[config.mk]
export PLATFORM = sky130hd
export DESIGN_NAME = norm_shift_seq_flat
export DESIGN_NICKNAME = d
export VERILOG_FILES = /design/src/rtl/norm_shift_seq_if.sv /design/src/rtl/norm_shift_seq.sv /design/src/flat_wrapper.sv
export SDC_FILE = /design/constraint.sdc
export NUM_CORES = 1
export LEC_CHECK = 0
export ABC_AREA = 1
export CAP_MARGIN = 40
export CORE_MARGIN = 2
export CORE_UTILIZATION = 43
export CTS_CLUSTER_DIAMETER = 100
export DETAILED_ROUTE_END_ITERATION = 7
export GPL_TIMING_DRIVEN = 0
export PLACE_DENSITY_LB_ADDON = 0.08
export SYNTH_ARGS = -nofsm -noshare
export SYNTH_HDL_FRONTEND = slang
export SYNTH_SLANG_ARGS = --single-unit
[constraint.sdc]
create_clock -name clk -period 1.47 [get_ports clk]
set_input_delay 0.294 -clock clk [delete_from_list [all_inputs] [get_ports clk]]
set_output_delay 0.294 -clock clk [all_outputs]
set_load 0.03 [all_outputs]
[src/rtl/norm_shift_seq_if.sv]
// norm_shift_seq_if
//   Request/result bundle for the sequential mantissa normalizer.
//   master : drives start/din and observes the result (datapath control side)
//   slave  : the normalizer itself
//   Signals: start, din (request); busy, done, dout, shamt, rightleft, zero,
//   sticky (status/result).
interface norm_shift_seq_if #(
  parameter int WIDTH = 32,
  parameter int SW    = $clog2(WIDTH)
);
  logic             start;
  logic [WIDTH-1:0] din;
  logic             busy;
  logic             done;
  logic [WIDTH-1:0] dout;
  logic [SW-1:0]    shamt;
  logic             rightleft;
  logic             zero;
  logic             sticky;

  modport master (
    output start, din,
    input  busy, done, dout, shamt, rightleft, zero, sticky
  );

  modport slave (
    input  start, din,
    output busy, done, dout, shamt, rightleft, zero, sticky
  );
endinterface

[src/rtl/norm_shift_seq.sv]
// norm_shift_seq
//   Sequential mantissa normalizer: shifts an unnormalized WIDTH-bit magnitude
//   one bit per clock until its leading one sits at bit TARGET, and reports
//   the shift count and direction so exponent logic can compensate.
//
//   Ports:
//     clk    rising-edge clock
//     rst_n  synchronous active-low reset
//     bus    norm_shift_seq_if.slave (start/din in; busy/done/dout/shamt/
//            rightleft/zero/sticky out)
//
//   Build option: define NORM_SHIFT_STICKY_EN to accumulate the OR of all bits
//   lost on right shifts into sticky; otherwise sticky is tied to 0.
//
//   state | meaning
//   IDLE  | waiting for start; outputs hold last result
//   SHIFT | one 1-bit shift per clock until aligned (or input was zero)
//   DONE  | result valid, done pulses for one cycle
module norm_shift_seq #(
  parameter int WIDTH  = 32,
  parameter int TARGET = 23,
  parameter int SW     = $clog2(WIDTH)
) (
  input  logic             clk,
  input  logic             rst_n,
  norm_shift_seq_if.slave  bus
);

  localparam logic [1:0] S_IDLE  = 2'd0;
  localparam logic [1:0] S_SHIFT = 2'd1;
  localparam logic [1:0] S_DONE  = 2'd2;

  localparam logic [WIDTH-1:0] ONES = {WIDTH{1'b1}};
  // Bits TARGET..WIDTH-1: all-zero at load means the value must move left.
  localparam logic [WIDTH-1:0] LOAD_MASK = ~(ONES >> (WIDTH - TARGET));
  // Bits TARGET+1..WIDTH-1: must be clear once aligned. Mask form avoids an
  // empty slice when TARGET == WIDTH-1.
  localparam logic [WIDTH-1:0] HI_MASK = ~(ONES >> (WIDTH - 1 - TARGET));

  logic [1:0]       r_state;
  logic [WIDTH-1:0] r_data;
  logic [SW-1:0]    r_shamt;
  logic             r_rightleft;
  logic             r_zero;

  logic w_aligned;
  logic w_is_zero;

  assign w_is_zero = (r_data == '0);
  assign w_aligned = r_data[TARGET] && ((r_data & HI_MASK) == '0);

  always_ff @(posedge clk) begin
    if (!rst_n) begin
      r_state     <= S_IDLE;
      r_data      <= '0;
      r_shamt     <= '0;
      r_rightleft <= 1'b0;
      r_zero      <= 1'b0;
    end else begin
      case (r_state)
        S_IDLE: begin
          if (bus.start) begin
            r_data      <= bus.din;
            r_shamt     <= '0;
            r_zero      <= 1'b0;
            r_rightleft <= ((bus.din & LOAD_MASK) == '0);
            r_state     <= S_SHIFT;
          end
        end
        S_SHIFT: begin
          if (w_is_zero) begin
            r_zero  <= 1'b1;
            r_state <= S_DONE;
          end else if (w_aligned) begin
            r_state <= S_DONE;
          end else begin
            r_data  <= r_rightleft ? (r_data << 1) : (r_data >> 1);
            r_shamt <= r_shamt + SW'(1);
          end
        end
        S_DONE:  r_state <= S_IDLE;
        default: r_state <= S_IDLE;
      endcase
    end
  end

`ifdef NORM_SHIFT_STICKY_EN
  logic r_sticky;

  // Mirrors the shift decision above: only a real right shift loses r_data[0].
  always_ff @(posedge clk) begin
    if (!rst_n) begin
      r_sticky <= 1'b0;
    end else if (r_state == S_IDLE) begin
      if (bus.start) r_sticky <= 1'b0;
    end else if (r_state == S_SHIFT && !w_is_zero && !w_aligned && !r_rightleft) begin
      r_sticky <= r_sticky | r_data[0];
    end
  end

  assign bus.sticky = r_sticky;
`else
  assign bus.sticky = 1'b0;
`endif

  assign bus.busy      = (r_state != S_IDLE);
  assign bus.done      = (r_state == S_DONE);
  assign bus.dout      = r_data;
  assign bus.shamt     = r_shamt;
  assign bus.rightleft = r_rightleft;
  assign bus.zero      = r_zero;

endmodule

[src/flat_wrapper.sv]
// flat-port wrapper written by rule: the top's interface ports become plain ports
module norm_shift_seq_flat 
#(
  parameter int WIDTH  = 32,
  parameter int TARGET = 23,
  parameter int SW     = $clog2(WIDTH)
)
  (clk, rst_n, bus_start, bus_din, bus_busy, bus_done, bus_dout, bus_shamt, bus_rightleft, bus_zero, bus_sticky);
  norm_shift_seq_if #(.WIDTH(WIDTH), .SW(SW)) bus_i ();
  input  logic clk;
  input  logic rst_n;
  input wire logic [$bits(bus_i.start)-1:0] bus_start;
  input wire logic [$bits(bus_i.din)-1:0] bus_din;
  output wire logic [$bits(bus_i.busy)-1:0] bus_busy;
  output wire logic [$bits(bus_i.done)-1:0] bus_done;
  output wire logic [$bits(bus_i.dout)-1:0] bus_dout;
  output wire logic [$bits(bus_i.shamt)-1:0] bus_shamt;
  output wire logic [$bits(bus_i.rightleft)-1:0] bus_rightleft;
  output wire logic [$bits(bus_i.zero)-1:0] bus_zero;
  output wire logic [$bits(bus_i.sticky)-1:0] bus_sticky;
  assign bus_i.start = bus_start;
  assign bus_i.din = bus_din;
  assign bus_busy = bus_i.busy;
  assign bus_done = bus_i.done;
  assign bus_dout = bus_i.dout;
  assign bus_shamt = bus_i.shamt;
  assign bus_rightleft = bus_i.rightleft;
  assign bus_zero = bus_i.zero;
  assign bus_sticky = bus_i.sticky;
  norm_shift_seq #(.WIDTH(WIDTH), .TARGET(TARGET), .SW(SW)) u_core (.clk(clk), .rst_n(rst_n), .bus(bus_i));
endmodule
==> results.md <==
- DPL Wire Length: 5.63 mm
- Top cell type's share of synthesized area: roughly a third
- Number of antenna diodes: 0
- Grt ovf: 0
- Top post-synthesis cells by area: dfxtp_1 (31%), nand2_1 (12%), mux2i_1 (11%)
- GRT Overall Usage: 26.5%
- Req. time, crit path: 1.67 ns
- Synthesis Warnings: 0
- Vias per cell: ~5.3
- Area after DPL: 0.00349 mm2
- First-pass GRT wire length: 13.7 mm
- CORE AREA: 0.00589 mm2
- Setup WS post-layout: -0.158 ns
- Most used DFF post-synth: dfxtp_1
- Worst Clk Skew: ~0.0046 ns
- Unique masters post-synth: 21
- Avg WL per Cell: 15.3 um
- Compound-cell area share of the yosys netlist: 14.8%
- Cell with the most instances after synthesis: nand2_1
- Crit path DAT: roughly 1.8 ns
- Final setup viols: 39
- Row count: 28
- Post-synthesis sequential area ratio: between 30% and 40%
- Multiplexer area fraction after synthesis: 11.5%
- Largest family of logic cells by synthesized area: simple AND/OR/NAND/NOR gates
- Ports: between 70 and 80
- Clk slew on worst S/H paths: 0.08 ns
- Fmax: 0.614 GHz
- DRC: 0
- DRT antenna net count: 0
- Max cap viols: 0
- TritonCTS buffer count: 5
- Util after Layout: 70.1%
- Critical-path maximum fanout: 6
- CP startpoint kind: flop
- R2R Setup Slk: -0.16 ns
- Nets: 534
- Die area: 0.00673 mm2
- Post-Syn Area per Cell: 6.53 um2
- Port Buffers: 74
- Initial antenna violation count: 0
- RePlAce Congestion: 0.869
- Synthesized area: ~0.0026 mm2
- Syn Nets: 437
- Largest net degree at the start of global routing: 12
- Synth Area in XOR/XNOR: 0%
- Pwr Density: 1010 mW/mm2
- Lkg Pwr: 0.00186 uW
- Maximum vdd drop: about 0.6 mV
- Die Y-Extent: 82.0 um
- Clock root cell: clkbuf_8
- Later-pin clock latency in the skew report: approximately 0.30 ns
- Max Buffers Root-to-Sink: 2
- Fillcell total: 516
- Power consumption: 4180 uW
- Detailed-route via count: 3059
- Post-CTS Hold Buffers: 0
- Starting Density: 44.5%
- Final Critical Period: 1.63 ns
- CTS Sinks: 41
- Violated checks: setup timing
- DR iter-0 viols: ~180
- Die W: between 80 and 90 um
- CTS tree: yes
- Yosys top cell by area: dfxtp_1
- #FFs+latches synth: 41
- Share of cells above drive strength 1: just under 30%
- Worst min path class: input pin to flop
- Critical path class: flop to flop
- Post-Synth Simple-Gate Area: 31.2%
- Vias in the first global route: 2943
- Tcrit/Tclk final: 111%
- Area Growth Syn to Fin: 57.7%
- Synth cell count leaders: nand2_1 (86), nor2_1 (61), dfxtp_1 (41), nand3_1 (41), a21oi_1 (39)
- Number of synthesized flops with an enable pin: 0
- H-tree Lvls: 2
- Crit end category: flop
- Drt first pass iters: 4
- Fin area: a little over 0.004 mm2
- Final Max Tran Viols: 0
- Asr flop ratio synth: 0%
- Post-Syn Instances: ~400
- Adder-cell share of the synthesized area: 0.478%
- Unrepaired setup endpoints after global routing: true
- Hold Vio Cnt, Final: 0
- Status: finished, violations left
- Final WL: 8.79 mm
-- repair_timing --
item | CTS | global route
cloned | 3 | 4
pin swaps | 5 | 10
setup buffers | 12 | 0
setup endpoints to repair | 80 | 47
resized for setup | 121 | 41
-- critical path: stages (launching register included) --
cell and delay (ns):
dfxtp_2 0.34, nor2_1 0.13, nand2_1 0.07, nor2_1 0.17, nand2_2 0.10, nor2_4 0.12
nand2_4 0.09, buf_8 0.16, clkbuf_16 0.16, a21oi_4 0.12, nor2_1 0.05
-- sequential cells by signal (all words and copies together) (netlist names) --
register and flops:
u_core.r_state 2, u_core.bus.dout 32, u_core.bus.shamt 5, u_core.bus.zero 1, u_core.bus.rightleft 1
-- cells in the final DEF, fill, tap and decap left out, drive strengths merged --
| master | instances |
|---|---|
| a21oi | 39 |
| a31o | 2 |
| buf | 33 |
| clkbuf | 23 |
| clkdlybuf4s15 | 9 |
| clkdlybuf4s50 | 33 |
| conb | 1 |
| dfxtp | 41 |
| dlygate4sd2 | 30 |
| ha | 1 |
| inv | 23 |
| mux2i | 30 |
| nand2 | 86 |
| nand3 | 41 |
| nand4 | 2 |
| nor2 | 64 |
| nor3 | 2 |
| nor4 | 1 |
| o21ai | 35 |
| or2 | 2 |
-- cells by family (layout without fill, tap and decap cells) --
family / Yosys count / after routing
compound gates: 76 / 76
fa+ha+maj: 1 / 1
buf+inv: 54 / 151
flops: 41 / 41
mux: 30 / 30
other cells: 1 / 1
simple gates: 198 / 198
-- power by group --
part	internal, uW	switching, uW
logic	786	1110
registers	1300	211
clock network	373	404
-- routing by layer --
metal  global-route usage (%)  vias to the layer above  part of all wire (%)
met1                     33.4                     1424                    44
met2                     46.7                      120                    49
met5                        0                        -                     0
met4                     7.50                        0                  0.88
met3                     3.96                        6                   6.6
li1                         -                     1509                     -
-- per-stage QoR --
| stage | cells | hold WS, ns | worst slack [ns] | setup TNS, ns |
|---|---|---|---|---|
| floorplan | 401 | 0.469 | 0.00338 | 0 |
| global placement | 550 | 0.456 | -0.247 | -6.95 |
| detailed placement | 550 | 0.459 | -0.296 | -7.64 |
| CTS | 572 | 0.304 | -0.0649 | -1.61 |
| global route | 573 | 0.332 | -0.235 | -7.59 |
| finish | 573 | 0.314 | -0.158 | -5.18 |
-- area by class of cell --
class | instances | area (um2) | area share [%]
multi-input cells | 306 | 1740 | 42.1
repair buffers | 90 | 947 | 22.9
flip-flops and latches | 41 | 870 | 21.1
plain buffers | 31 | 305 | 7.40
well taps | 75 | 93.8 | 2.27
clock buffers | 7 | 86.3 | 2.09
inverters | 23 | 86.3 | 2.09
-- final timing paths --
| check | cells past startpoint | end | from |
|---|---|---|---|
| hold reg to reg | 2 | u_core.bus.zero$_SDFFE_PN0P_ | u_core.bus.zero$_SDFFE_PN0P_ |
| hold / removal | 3 | u_core.bus.dout[15]$_SDFFE_PN0P_ | rst_n |
| setup / recovery | 10 | u_core.bus.dout[5]$_SDFFE_PN0P_ | u_core.bus.dout[6]$_SDFFE_PN0P_ |
| setup reg to reg | 10 | u_core.bus.dout[5]$_SDFFE_PN0P_ | u_core.bus.dout[6]$_SDFFE_PN0P_ |
No activity file was read; power rests on OpenSTA's default activity.
